`src/rtl/controlador_barrido_display_pkg.sv`:
```
// Shared definitions for the 7-segment scan controller: FSM encoding,
// the blank code and the segment glyphs {a,b,c,d,e,f,g}, active-high.
package controlador_barrido_display_pkg;

    typedef enum logic {
        ST_SCAN  = 1'b0,
        ST_BLANK = 1'b1
    } estado_t;

    localparam logic [3:0] CODE_BLANK = 4'hF;

    localparam logic [6:0] SEG_OFF = 7'b000_0000;
    localparam logic [6:0] SEG_0   = 7'b111_1110;
    localparam logic [6:0] SEG_1   = 7'b011_0000;
    localparam logic [6:0] SEG_2   = 7'b110_1101;
    localparam logic [6:0] SEG_3   = 7'b111_1001;
    localparam logic [6:0] SEG_4   = 7'b011_0011;
    localparam logic [6:0] SEG_5   = 7'b101_1011;
    localparam logic [6:0] SEG_6   = 7'b101_1111;
    localparam logic [6:0] SEG_7   = 7'b111_0000;
    localparam logic [6:0] SEG_8   = 7'b111_1111;
    localparam logic [6:0] SEG_9   = 7'b111_1011;
    localparam logic [6:0] SEG_A   = 7'b111_0111;
    localparam logic [6:0] SEG_B   = 7'b001_1111;
    localparam logic [6:0] SEG_C   = 7'b100_1110;
    localparam logic [6:0] SEG_D   = 7'b011_1101;
    localparam logic [6:0] SEG_E   = 7'b100_1111;

endpackage

```
`src/rtl/controlador_barrido_display_hex_a_siete_seg.sv`:
```
// Combinational hex-to-segment encoder. Code 0xF (and anything unexpected)
// maps to all segments off so no X ever propagates to the display.
module hex_a_siete_seg
    import controlador_barrido_display_pkg::*;
(
    input  logic [3:0] code,
    output logic [6:0] seg
);

    // Glyph lookup for the selected digit code
    always_comb begin
        seg = SEG_OFF;
        case (code)
            4'h0:    seg = SEG_0;
            4'h1:    seg = SEG_1;
            4'h2:    seg = SEG_2;
            4'h3:    seg = SEG_3;
            4'h4:    seg = SEG_4;
            4'h5:    seg = SEG_5;
            4'h6:    seg = SEG_6;
            4'h7:    seg = SEG_7;
            4'h8:    seg = SEG_8;
            4'h9:    seg = SEG_9;
            4'hA:    seg = SEG_A;
            4'hB:    seg = SEG_B;
            4'hC:    seg = SEG_C;
            4'hD:    seg = SEG_D;
            4'hE:    seg = SEG_E;
            default: seg = SEG_OFF;
        endcase
    end

endmodule

```
`src/rtl/controlador_barrido_display.sv`:
```
// Time-multiplexed scan controller for an N-digit common-anode 7-segment
// display. Each digit is lit for REFRESH_DIV clocks, followed by DEAD_CYCLES
// clocks with every anode off. New words arrive through a one-deep pending
// slot and are copied into the active word only at the frame boundary.
// Optional feature: LEADING_ZERO_BLANK_EN blanks leading zero digits (k>=1).
//
// Handshake: a word transfers on a rising clk edge where load_valid and
// load_ready are both 1; load_ready is 1 exactly when the pending slot is
// empty, and a sender seeing load_ready=0 must hold load_data and load_valid.
module controlador_barrido_display
    import controlador_barrido_display_pkg::*;
#(
    parameter int N_DIGITS    = 4,
    parameter int REFRESH_DIV = 50000,
    parameter int DEAD_CYCLES = 8
) (
    input  logic                        clk,
    input  logic                        rst_n,
    input  logic                        load_valid,
    input  logic [4*N_DIGITS-1:0]       load_data,
    output logic                        load_ready,
    output logic [6:0]                  seg,
    output logic [N_DIGITS-1:0]         an,
    output logic [$clog2(N_DIGITS)-1:0] digit_idx,
    output logic                        frame_done,
    output estado_t                     dbg_state
);

    localparam int PW = $clog2(REFRESH_DIV);
    localparam int DW = (DEAD_CYCLES > 1) ? $clog2(DEAD_CYCLES) : 1;
    localparam int IW = $clog2(N_DIGITS);

    localparam logic [PW-1:0]       PRESC_MAX = PW'(REFRESH_DIV - 1);
    localparam logic [DW-1:0]       DEAD_MAX  = DW'(DEAD_CYCLES - 1);
    localparam logic [IW-1:0]       IDX_MAX   = IW'(N_DIGITS - 1);
    localparam logic [N_DIGITS-1:0] AN_ONE    = N_DIGITS'(1);

    estado_t                 state_q, state_d;
    logic [PW-1:0]           presc_q;
    logic [DW-1:0]           dead_q;
    logic [IW-1:0]           idx_q;
    logic [4*N_DIGITS-1:0]   active_q;
    logic [4*N_DIGITS-1:0]   pending_q;
    logic                    pending_full_q;

    logic                    scan_end;
    logic                    blank_end;
    logic                    boundary;
    logic                    accept;
    logic [3:0]              code_sel;
    logic [3:0]              code_dec;
    logic                    lead_zero;
    logic [6:0]              seg_dec;

    assign scan_end   = (state_q == ST_SCAN)  && (presc_q == PRESC_MAX);
    assign blank_end  = (state_q == ST_BLANK) && (dead_q == DEAD_MAX);
    assign boundary   = blank_end && (idx_q == IDX_MAX);
    assign load_ready = ~pending_full_q;
    assign accept     = load_valid && load_ready;
    assign frame_done = scan_end && (idx_q == IDX_MAX);
    assign digit_idx  = idx_q;
    assign dbg_state  = state_q;

    // FSM state register
    always_ff @(posedge clk) begin
        if (!rst_n) begin
            state_q <= ST_SCAN;
        end else begin
            state_q <= state_d;
        end
    end

    // Next-state logic: SCAN dwell ends on prescaler wrap, BLANK on dead count
    always_comb begin
        state_d = state_q;
        case (state_q)
            ST_SCAN:  if (scan_end)  state_d = ST_BLANK;
            ST_BLANK: if (blank_end) state_d = ST_SCAN;
            default:  state_d = ST_SCAN;
        endcase
    end

    // Prescaler, dead counter and digit index; each counter idles at 0
    // outside its own state so entry into SCAN/BLANK always starts from 0
    always_ff @(posedge clk) begin
        if (!rst_n) begin
            presc_q <= '0;
            dead_q  <= '0;
            idx_q   <= '0;
        end else begin
            if (state_q == ST_SCAN && !scan_end) begin
                presc_q <= presc_q + 1'b1;
            end else begin
                presc_q <= '0;
            end
            if (state_q == ST_BLANK && !blank_end) begin
                dead_q <= dead_q + 1'b1;
            end else begin
                dead_q <= '0;
            end
            if (blank_end) begin
                idx_q <= (idx_q == IDX_MAX) ? '0 : idx_q + 1'b1;
            end
        end
    end

    // Pending slot and active word; apply needs a full slot and accept an
    // empty one, so both can never happen on the same edge
    always_ff @(posedge clk) begin
        if (!rst_n) begin
            active_q       <= '0;
            pending_q      <= '0;
            pending_full_q <= 1'b0;
        end else begin
            if (boundary && pending_full_q) begin
                active_q       <= pending_q;
                pending_full_q <= 1'b0;
            end
            if (accept) begin
                pending_q      <= load_data;
                pending_full_q <= 1'b1;
            end
        end
    end

    // Digit selection and optional leading-zero suppression
    always_comb begin
        code_sel = active_q[{idx_q, 2'b00} +: 4];
`ifdef LEADING_ZERO_BLANK_EN
        lead_zero = (idx_q != '0) && ((active_q >> {idx_q, 2'b00}) == '0);
`else
        lead_zero = 1'b0;
`endif
        code_dec = lead_zero ? CODE_BLANK : code_sel;
    end

    hex_a_siete_seg u_hex_a_siete_seg (
        .code (code_dec),
        .seg  (seg_dec)
    );

    // Registered display outputs: everything off during BLANK and reset
    always_ff @(posedge clk) begin
        if (!rst_n) begin
            an  <= '1;
            seg <= SEG_OFF;
        end else if (state_q == ST_SCAN) begin
            an  <= ~(AN_ONE << idx_q);
            seg <= seg_dec;
        end else begin
            an  <= '1;
            seg <= SEG_OFF;
        end
    end

endmodule

```
`config.mk`:
```
export PLATFORM = sky130hd
export DESIGN_NAME = controlador_barrido_display
export DESIGN_NICKNAME = d
export VERILOG_FILES = /design/src/rtl/controlador_barrido_display_pkg.sv /design/src/rtl/controlador_barrido_display_hex_a_siete_seg.sv /design/src/rtl/controlador_barrido_display.sv
export SDC_FILE = /design/constraint.sdc
export NUM_CORES = 1
export LEC_CHECK = 0
export ABC_AREA = 1
export CORE_MARGIN = 2
export CORE_UTILIZATION = 52
export CTS_BUF_LIST = sky130_fd_sc_hd__clkbuf_8
export DETAILED_ROUTE_END_ITERATION = 16
export PLACE_DENSITY = 0.78
export SETUP_SLACK_MARGIN = 0.5
export SLEW_MARGIN = 20
export SYNTH_ARGS = -nofsm -noshare
export SYNTH_HDL_FRONTEND = slang
export SYNTH_SLANG_ARGS = --single-unit
```
`constraint.sdc`:
```
create_clock -name clk -period 1.5 [get_ports clk]
set_clock_uncertainty 0.1 [all_clocks]
set_input_delay 0.225 -clock clk [delete_from_list [all_inputs] [get_ports clk]]
set_output_delay 0.225 -clock clk [all_outputs]
set_load 0.03 [all_outputs]
```
# After elaboration in Yosys (flattened, before gate mapping)
# Memory sizes are Yosys's and may differ from the RTL's. A register that Yosys moved wholly into a read port is not among the register bits.
# Index checks and enable logic that the tools add are counted.
# word_totals
ff_bits	59
latchBits	0
mem_bits_rw	0
rom_bits	112
inputBits	19
word_cells	41
mem_count	1
# memory_table
memory	words	width	read_ports	rd_ports_with_merged_regs	wr	line_no	rtl
(name not given)	16	7	1	1	0	controlador_barrido_display_hex_a_siete_seg.sv:13	case (code)
# classes
n_addsub	3
mul	0
n_div	0
order_cmp	0
n_eq_ne	3
n_shift	2
mux	6
n_bitwise	4
reduce_logical	14
# op_table
op	count
16-bit by 1-bit adder with 16-bit output, second input constant	1
16-bit equality test, second input constant	1
16-bit by 5-bit indexed part select with 4-bit output	1
1-bit logical AND	8
1-bit 2-to-1 mux	4
4-bit inverter	1
2-bit AND reduction	2
1-bit by 2-bit left shift with 4-bit output, first input constant	1
3-bit by 1-bit adder with 3-bit output, second input constant	1
3-bit equality test, second input constant	1
1-bit inverter	3
2-bit by 1-bit adder with 2-bit output, second input constant	1
2-bit equality test, second input constant	1
1-bit zero test	2
2-bit 2-to-1 mux	1
1-bit one-hot mux with 2 select lines	1
2-bit nonzero test	1
2-bit OR reduction	1

# Depth between registers and ports, before layout
# Gate-level depths: netlist of run 1.
# logic_depth
ltp_word	6
mapped_depth	11

# By module
# A second synthesis of run 1 with hierarchy kept.
# hier_totals
hier_cells	415
area_unflattened_um2	2985.4
# by_module_without_submodules
module	n_inst	cells_each	area_each_um2	seq_area_each_um2
controlador_barrido_display	1	359	2698.8	1321.3
hex_a_siete_seg	1	56	286.5	0.0

# Least setup slack after synthesis of run 1
# Ideal clock, no wire load.
# synth_timing
path_kind	register to output
start	register idx_q[1], in the netlist digit_idx[1]
end	output port frame_done
arrival_time_ns	1.686
slack_ns	-0.511
stages_incl_launch_ff	4
path_cell_list	dfxtp_1 ha_1 inv_1 nor3_1
# synth_via
elab_chain_cells	2
# synth_lines
element	line_no	rtl
start, declared	controlador_barrido_display.sv:41	logic [IW-1:0] idx_q;
start signal, assigned	controlador_barrido_display.sv:102	idx_q <= (idx_q == IDX_MAX) ? '0 : idx_q + 1'b1;
2-bit equality test	controlador_barrido_display.sv:60	assign frame_done = scan_end && (idx_q == IDX_MAX);
1-bit logical AND	controlador_barrido_display.sv:60	
end, declared	controlador_barrido_display.sv:25	output logic frame_done,
# No other way between the ends.

# Worst setup path after layout of run 1
# layout_timing
start	register presc_q[9]
end	output port frame_done
# layout_via
elab_chain_cells	3
# layout_lines
element	line_no	rtl
start, declared	controlador_barrido_display.sv:39	logic [PW-1:0] presc_q;
start signal, assigned	controlador_barrido_display.sv:92	presc_q <= presc_q + 1'b1;
16-bit equality test	controlador_barrido_display.sv:55	assign scan_end = (state_q == ST_SCAN) && (presc_q == PRESC_MAX);
1-bit logical AND	controlador_barrido_display.sv:55	
1-bit logical AND	controlador_barrido_display.sv:60	
# No other way between the ends.

==> impl_metrics.tcl, run 1 <==
set metrics [dict create \
    rsz0062_at_grt "true" \
    vias 3588 \
    num_antenna_cells 0 \
    reg2reg_to "seg[6]$_SDFF_PP0_" \
    syn2layout_area_growth_pct 81.2 \
    top_usage_layer "met2" \
    grt_max_degree 24 \
    synth_edf_count 0 \
    io_pins 35 \
    io_buffers 34 \
    avgSynthCellArea_um2 7.52 \
    start_util_pct 53.2 \
    fin_setup_tns_ns -8.02 \
    wl_per_cell_um 25.0 \
    path_clk_slew_ns 0.07 \
    synth_most_common_cell "nor2_1" \
    yosys.area_share.simple_pct 26.6 \
    tightest_slew_ns 0.372 \
    arrival_ns 1.68 \
    nets 523 \
    met1_usage_pct 39.0 \
    maxCapViolCount 0 \
    dieArea_um2 6180 \
    worstSkewPairLatency_ns 0.35 \
    final_max_slew_viol_count 0 \
    utilization_pct 96.4 \
    ff2ff_setup_slack_ns -0.32 \
    crit_type "reg -> out" \
    synth_compound_area_share_pct 11.7 \
    fin_crit_sh_pct 134 \
    syn_inst 385 \
    drt_iter0_markers 382 \
    cts_tree "yes" \
    start_kind "flop" \
    synth_top_cell_by_area "dfxtp_1" \
    critPathCaptureType "output port" \
    hold_end "pending_full_q$_SDFFE_PN0P_" \
    dr.pass1.iters 6 \
    required_ns 1.17 \
    powerDensity_nw_per_um2 710 \
    detail-route-antenna-nets 0 \
    cts_root_buffer "clkbuf_8" \
    ys_seq_elements 66 \
    ys_async_sr_fraction_pct 0 \
    hold_class "in -> reg" \
    worstHoldStart "load_valid" \
    grt_pass1_vias 3079 \
    antenna_found_initial 0 \
    synth_nets 418 \
    path_max_fanout 2 \
    hold-worst-slack_ns 0.207 \
    holdPathStages 4 \
    ys.warnings.count 0 \
    ys_seq_area_share_pct 45.7 \
    pre_cts_slack_ns -0.105 \
    grt_first_pass_wirelength_mm 15.4 \
    synth_flop_cell "dfxtp_1" \
    drive_gt1_share_pct 57.3 \
    synth_commonest_cells "71 x nor2_1, 66 x dfxtp_1, 62 x nand2_1, 40 x inv_1, 37 x o21ai_0" \
    yosysTopAreaCellShare_pct 45.7 \
    cts.sinks 66 \
    die_h_um 78.6 \
    cts_buffer_depth 2 \
    die-width_um 78.6 \
    grt_usage_pct 32.1 \
    violations "setup timing" \
    setup_slack_ns -0.509 \
    max-slew-margin-rel_pct 75.0 \
    min_period_ns 2.01 \
    finalHoldViolCount 0 \
    vias_per_cell 6.34 \
    muxShareOfSynthArea_pct 0 \
    place_inst 514 \
    use_met2_pct 55.6 \
    worstRegToRegCells 11 \
    peakVddDrop_mv 0.741 \
    setup-violations-final 37 \
    max_freq_mhz 498 \
    outcome "complete, but fails checks" \
    cts_made_buffers 9 \
    synth_top_family_by_area "simple AND/OR/NAND/NOR gates" \
    synthTopCellsByArea "dfxtp_1 46%, nor2_1 9.2%, nand2_1 8.0%" \
    synth_cell_type_count 27 \
    yosys.area_share.adder_pct 6.05 \
    finalWeightedCongestion 0.836 \
    fin_cells 566 \
    dpl.hpwl_mm 4.38 \
    h-tree-depth 3 \
    r2r_start "digit_idx[0]$_SDFFE_PN0N_" \
    wl_mm 14.2 \
    netlist_area_um2 2890 \
    met3_usage_pct 7.13 \
    overflow 0 \
    drc_errors 0 \
    synth-xor-area-share_pct 1.82 \
    n_fill_cell 110 \
    rows 27 \
    coreArea_um2 5440 \
    leakagePower_nw 2.03 \
]
## repair_timing
action,in CTS,in global routing
setup buffers,18,12
endpoints found under the hold margin,0,0
endpoints found under the setup margin,82,82
pin swaps,46,41
hold buffers,0,0
gates cloned,6,1
resized for setup,240,115
## registers in the layout, indices dropped and copies added, names as in the netlist
signal / count
active_q: 16
pending_q: 16
presc_q: 16
seg: 7
an: 4
dead_q: 3
digit_idx: 2
dbg_state: 1
pending_full_q: 1
## stage by stage
step / power (mW) / instance area (um^2)
after global placement: 2.11 / 3760
after CTS: 3.53 / 4650
final: 3.72 / 5240
after global routing: 3.79 / 5240
after detailed placement: 2.12 / 3760
after floorplan: 2.00 / 3150
## cell families after synthesis
kind of cell | Yosys count
simple gates | 178
fa+ha+maj | 14
xor+xnor | 6
buf+inv | 55
flops | 66
compound gates | 66
## critical path, stage by stage, from the launching register on
cell	delay, ns
dfxtp_1	0.36
nand2_1	0.16
nor3_2	0.23
nand4_1	0.25
nor3_4	0.19
buf_6	0.15
## placed cells by master, fill, tap and decap left out, types with 3 or more instances in the layout
cell / synthesis / final
clkdlybuf4s50_1: 0 / 16
nand2_2: 4 / 16
clkinv_2: 0 / 3
a21oi_4: 0 / 4
buf_4: 0 / 33
buf_8: 0 / 5
inv_2: 3 / 4
nor2_1: 71 / 43
o21ai_2: 1 / 24
nand3_2: 1 / 3
xor2_1: 6 / 5
nor2_4: 1 / 22
buf_6: 3 / 40
inv_1: 40 / 32
nand4_1: 4 / 4
a21oi_2: 0 / 20
buf_16: 0 / 4
nand3_4: 0 / 5
clkbuf_8: 0 / 11
dfxtp_4: 0 / 3
nor2_2: 2 / 9
dfxtp_2: 0 / 18
o21ai_4: 0 / 13
clkinv_8: 0 / 3
dfxtp_1: 66 / 45
nand2_4: 2 / 11
nor3_2: 1 / 3
ha_4: 0 / 12
inv_4: 1 / 3
nor3_1: 7 / 4
buf_12: 0 / 3
nand2_1: 62 / 39
nand3_1: 21 / 14
## per-layer routing
layer	vias to the layer above	share of wire [%]
met1	1700	37
li1	1443	-
met5	-	0
met2	323	47
met4	0	6.9
met3	122	8.7
## worst max path at each step
stage	start	to	slack [ns]	cells after the start
floorplan	digit_idx[0]$_SDFFE_PN0N_	seg[3]$_SDFF_PP0_	-0.05	10
global placement	digit_idx[0]$_SDFFE_PN0N_	seg[5]$_SDFF_PP0_	-0.07	9
detailed placement	digit_idx[0]$_SDFFE_PN0N_	seg[3]$_SDFF_PP0_	-0.10	10
CTS	presc_q[0]$_SDFF_PN0_	frame_done	-0.33	6
global route	presc_q[9]$_SDFF_PN0_	frame_done	-0.49	5
finish	presc_q[9]$_SDFF_PN0_	frame_done	-0.51	5
## power by group
part / leakage (nW) / total [mW] / switching (mW) / internal (mW)
clock: 0.0961 / 1.39 / 0.724 / 0.667
combinational: 1.39 / 0.467 / 0.252 / 0.215
sequential: 0.543 / 1.86 / 0.0619 / 1.80
total: 2.03 / 3.72 / 1.04 / 2.68
## area by class of cell
type,count,area (um^2),share of cell area [%]
clock inverter,4,18.8,0.358
timing repair inverter,1,16.3,0.310
clock buffer,11,151,2.89
sequential,66,1360,25.8
inverter,45,226,4.32
timing repair buffer,103,1120,21.5
tap,72,90.1,1.72
multi-input combinational,264,2260,43.1
(Power assumes the default switching activity.)
==> run 2: changes to the inputs <==
TNS_END_PERCENT = 1   (was default)
==> run 2 against run 1 <==
The run still ends with setup timing left. Via count is 26% lower. Worst hold slack better by 0.096 ns. Critical path depth is 1 higher. Cell count is 5.3% lower. Critical path type unchanged. Utilization is 23 points lower. Global-route usage is 10 points lower. Final area is 24% lower.
==> impl_metrics.tcl, run 2 (same netlist as run 1, synthesis figures left out) <==
set metrics [dict create \
    overflow 0 \
    worstSkewPairLatency_ns 0.33 \
    utilization_pct 73.0 \
    io_pins 35 \
    critPathCaptureType "output port" \
    fin_crit_sh_pct 129 \
    drive_gt1_share_pct 28.0 \
    max_freq_mhz 517 \
    rsz0062_at_grt "true" \
    outcome "complete, but fails checks" \
    required_ns 1.17 \
    multi_input_area_um2 1480 \
    drt_iter0_markers 84 \
    maxCapViolCount 0 \
    fin_cells 536 \
    cts_buffer_depth 2 \
    critPathLaunch "presc_q[0]$_SDFF_PN0_" \
    die_h_um 78.6 \
    setup-violations-final 21 \
    violations "setup timing" \
    r2r_start "presc_q[0]$_SDFF_PN0_" \
    dpl.hpwl_mm 4.17 \
    grt_usage_pct 21.9 \
    regArea_um2 1340 \
    hold-worst-slack_ns 0.302 \
    peakVddDrop_mv 0.946 \
    powerDensity_nw_per_um2 892 \
    path_clk_slew_ns 0.07 \
    grt_first_pass_wirelength_mm 10.8 \
    min_period_ns 1.93 \
    grt_pass1_vias 2569 \
    path_max_fanout 2 \
    hold_buffers 0 \
    final_max_slew_viol_count 0 \
    cts_tree "yes" \
    dieArea_um2 6180 \
    nets 493 \
    n_fill_cell 433 \
    dr.pass1.iters 4 \
    crit_type "reg -> out" \
    finalWeightedCongestion 0.844 \
    vias 2650 \
    design_area_um2 3970 \
    placed_cell_area_um2 3560 \
    drc_errors 0 \
    detail-route-antenna-nets 0 \
    rows 27 \
    start_util_pct 53.2 \
    cts.sinks 66 \
    grt_max_degree 35 \
    setup_slack_ns -0.433 \
    die-width_um 78.6 \
    fin_setup_tns_ns -4.70 \
    cts_root_buffer "clkbuf_8" \
    h-tree-depth 3 \
    tightest_slew_ns 0.352 \
    wl_per_cell_um 11.6 \
    arrival_ns 1.61 \
    leakagePower_nw 1.70 \
    reg_top3 "active_q (16), pending_q (16), presc_q (16)" \
    final_cell_mix "68 x nor2_1, 57 x nand2_1, 54 x dfxtp_1, 38 x inv_1, 35 x buf_4" \
    finalHoldViolCount 0 \
    start_kind "flop" \
    hold_class "reg -> reg" \
    cts_made_buffers 9 \
    layout_commonest_cell "nor2_1" \
    max-slew-margin-rel_pct 76.5 \
    place_inst 510 \
    num_antenna_cells 0 \
    syn2layout_area_growth_pct 37.1 \
    io_buffers 34 \
    vias_per_cell 4.94 \
    wl_mm 6.22 \
    antenna_found_initial 0 \
    worstHoldStart "dead_q[0]$_SDFF_PN0_" \
    coreArea_um2 5440 \
]
run 2: per-stage QoR:
step	power [mW]	setup slack, ns
after detailed placement	2.10	-0.0844
final	3.54	-0.433
after global placement	2.09	-0.0409
after global routing	3.67	-0.489
after CTS	3.53	-0.404
after floorplan	1.99	-0.0472
run 2: per-layer routing:
metal | routed length [um] | GRT usage [%] | vias to the layer above
li1 | - | - | 1378
met1 | 2840 | 25.9 | 1203
met2 | 3040 | 37.2 | 62
met3 | 240 | 4.25 | 7
met4 | 88 | 11.8 | 0
met5 | 0 | 0 | -
run 2: layout make-up:
| type | count | area share, % |
|---|---|---|
| multi-input cells | 264 | 37.2 |
| flip-flops and latches | 66 | 33.9 |
| repair buffers | 74 | 17.4 |
| inverters | 45 | 4.63 |
| clock buffers | 10 | 3.47 |
| well taps | 72 | 2.27 |
| clock inverters | 5 | 1.20 |
run 2: worst max-delay path, stage by stage (launching register included):
cell and delay (ns):
dfxtp_4 0.36, ha_4 0.14, nand3_4 0.08, nor2_4 0.11
nand4_1 0.19, nor3_4 0.24, buf_6 0.15
run 2: path summary, 6_finish.rpt:
kind	end	slack, ns	cells after the start
hold / removal	dead_q[0]$_SDFF_PN0_	0.30	1
hold reg to reg	dead_q[0]$_SDFF_PN0_	0.30	1
setup / recovery	frame_done	-0.43	6
setup reg to reg	presc_q[4]$_SDFF_PN0_	-0.27	10
run 2: report_power, final:
group | switching (mW) | leakage (nW) | internal [mW]
combinational | 0.131 | 1.05 | 0.135
clock | 0.649 | 0.105 | 0.786
sequential | 0.0353 | 0.541 | 1.80
total | 0.816 | 1.70 | 2.72
run 2: what timing repair did:
action	4_1_cts	5_1_grt
endpoints found under the setup margin	82	82
resized for setup	115	36
pin swaps	9	8
cloned	0	0
buffers inserted	6	5
==> run 3: changes to the inputs <==
CAP_MARGIN = 40   (was default)
TNS_END_PERCENT = 30   (was 1)
==> run 3 against run 2 <==
The flow still finishes with violations (setup timing). Combinational power grew 21%. Sequential power is essentially flat. First-iteration DRC count up 80%. Critical path depth is the same. Worst hold slack lost 0.073 ns. Utilization increased by 11 points. Register-to-register slack better by 0.04 ns. Via count up 7.9%. Cell count grew 0.75%. Clock power barely moved. Sequential share of layout area fell by 4.2 points.
==> impl_metrics.tcl, run 3 (same netlist as run 1, synthesis figures left out) <==
set metrics [dict create \
    outcome "complete, but fails checks" \
    violations "setup timing" \
    crit_chain "ha_4 -> nand3_4 -> nor2_4 -> nand4_1 -> nor3_4 -> buf_6" \
    vias_per_cell 5.29 \
    grt_first_pass_wirelength_mm 11.0 \
    drc_errors 0 \
    start_util_pct 53.2 \
    r2r_start "digit_idx[0]$_SDFFE_PN0N_" \
    rsz0062_at_grt "true" \
    cts_tree "yes" \
    rows 27 \
    io_pins 35 \
    drt_iter0_markers 151 \
    required_ns 1.17 \
    powerDensity_nw_per_um2 791 \
    min_period_ns 1.84 \
    critPathSlowestCell "dfxtp_2" \
    final_cell_mix "57 x nor2_1, 47 x dfxtp_1, 42 x nand2_1, 32 x inv_1, 30 x buf_6" \
    switching_share_pct 24.2 \
    dr.pass1.iters 5 \
    start_kind "flop" \
    peakVddDrop_mv 0.809 \
    die_h_um 78.6 \
    placed_cell_area_um2 3670 \
    grt_usage_pct 22.6 \
    p_comb_share_pct 9.0 \
    critPathLaunch "presc_q[0]$_SDFF_PN0_" \
    final_max_slew_viol_count 0 \
    wl_mm 8.20 \
    max_freq_mhz 542 \
    hold-worst-slack_ns 0.229 \
    syn2layout_area_growth_pct 57.4 \
    cts_made_buffers 9 \
    grt_pass1_vias 2560 \
    worstRegToRegCells 11 \
    worstHoldStart "rst_n" \
    nets 497 \
    path_max_fanout 2 \
    dpl.hpwl_mm 4.24 \
    p_int_mw 2.73 \
    coreArea_um2 5440 \
    finalWeightedCongestion 0.835 \
    setup_slack_ns -0.345 \
    dieArea_um2 6180 \
    cp_num_cells 6 \
    setup-violations-final 25 \
    n_fill_cell 279 \
    overflow 0 \
    cts.sinks 66 \
    max_stage_delay_ns 0.35 \
    utilization_pct 83.8 \
    h-tree-depth 3 \
    hold_class "in -> reg" \
    worstSkewPairLatency_ns 0.34 \
    max-slew-margin-rel_pct 78.4 \
    drive_gt1_share_pct 46.4 \
    arrival_ns 1.52 \
    die-width_um 78.6 \
    fin_crit_sh_pct 123 \
    p_switching_mw 0.874 \
    cts_root_buffer "clkbuf_8" \
    critPathBufInv 1 \
    num_antenna_cells 0 \
    path_clk_slew_ns 0.07 \
    antenna_found_initial 0 \
    clkPwrFrac_pct 39.8 \
    layout_commonest_cell "nor2_1" \
    seq_power_share_pct 51.3 \
    p_total_mw 3.60 \
    finalHoldViolCount 0 \
    cp_top_family "simple AND/OR/NAND/NOR gates" \
    maxCapViolCount 0 \
    critPathCaptureType "output port" \
    design_area_um2 4560 \
    grt_max_degree 35 \
    cts_buffer_depth 2 \
    vias 2859 \
    hold_buffers 0 \
    holdPathStages 4 \
    io_buffers 34 \
    tightest_slew_ns 0.323 \
    wl_per_cell_um 15.2 \
    pre_cts_slack_ns -0.0877 \
    detail-route-antenna-nets 0 \
    reg_top3 "active_q (16), pending_q (16), presc_q (16)" \
    leakagePower_nw 1.82 \
    crit_type "reg -> out" \
]
[run 3: cell count changes in the layout (fill, tap and decap cells not counted), sizes merged]
| cell | before | now |
|---|---|---|
| buf | 56 | 60 |
| bufinv | 1 | 0 |
| clkbuf | 10 | 13 |
| clkdlybuf4s50 | 18 | 17 |
| clkinv | 3 | 2 |
| clkinvlp | 0 | 1 |
| dlymetal6s2s | 0 | 1 |
| inv | 46 | 44 |
[run 3: final timing paths]
kind / endpoint / slack, ns
setup / recovery: frame_done / -0.34
hold / removal: digit_idx[0]$_SDFFE_PN0N_ / 0.23
setup reg to reg: seg[3]$_SDFF_PP0_ / -0.23
hold reg to reg: dead_q[0]$_SDFF_PN0_ / 0.33
[run 3: worst register-to-register path: cells and delay by family, from the launching register on]
| kind | cells | cell delay [ns] |
|---|---|---|
| adders and majority gates | 1 | 0.27 |
| AOI/OAI and AO/OA | 1 | 0.16 |
| buffers and inverters | 4 | 0.33 |
| DFF | 1 | 0.36 |
| and+or+nand+nor | 5 | 0.45 |
[run 3: repair_timing]
| action | 4_1_cts | 5_1_grt |
|---|---|---|
| endpoints found under the setup margin | 82 | 82 |
| pin swaps | 47 | 71 |
| buffers inserted | 7 | 7 |
| gates resized for setup | 187 | 91 |
| gates cloned | 1 | 0 |
[run 3: routing by layer]
| metal | global-route usage [%] | part of all wire (%) | vias up |
|---|---|---|---|
| li1 | - | - | 1395 |
| met1 | 26.0 | 41 | 1338 |
| met2 | 39.2 | 52 | 102 |
| met3 | 4.94 | 4.5 | 24 |
| met4 | 11.9 | 2.4 | 0 |
| met5 | 0 | 0 | - |
[run 3: layout make-up]
| type | instances | area (um^2) | area share, % |
|---|---|---|---|
| multi-input cells | 264 | 1890 | 41.6 |
| flip-flops and latches | 66 | 1350 | 29.6 |
| repair buffers | 78 | 826 | 18.1 |
| inverters | 45 | 206 | 4.53 |
| clock buffers | 13 | 179 | 3.93 |
| well taps | 72 | 90.1 | 1.98 |
| clock inverters | 2 | 11.3 | 0.247 |
[run 3: power groups by stage]
stage | clock network (mW) | logic, mW | registers [mW]
3_5_place_dp | 0 | 0.243 | 1.87
2_1_floorplan | 0 | 0.105 | 1.88
6_report | 1.43 | 0.323 | 1.85
3_3_place_gp | 0 | 0.237 | 1.87
5_1_grt | 1.50 | 0.350 | 1.85
4_1_cts | 1.42 | 0.307 | 1.84
[run 3: per-stage QoR]
| stage | TNS (ns) | std cells |
|---|---|---|
| floorplan | -0.195 | 385 |
| global placement | -0.779 | 510 |
| detailed placement | -1.97 | 510 |
| CTS | -1.77 | 533 |
| global route | -5.20 | 540 |
| finish | -3.39 | 540 |
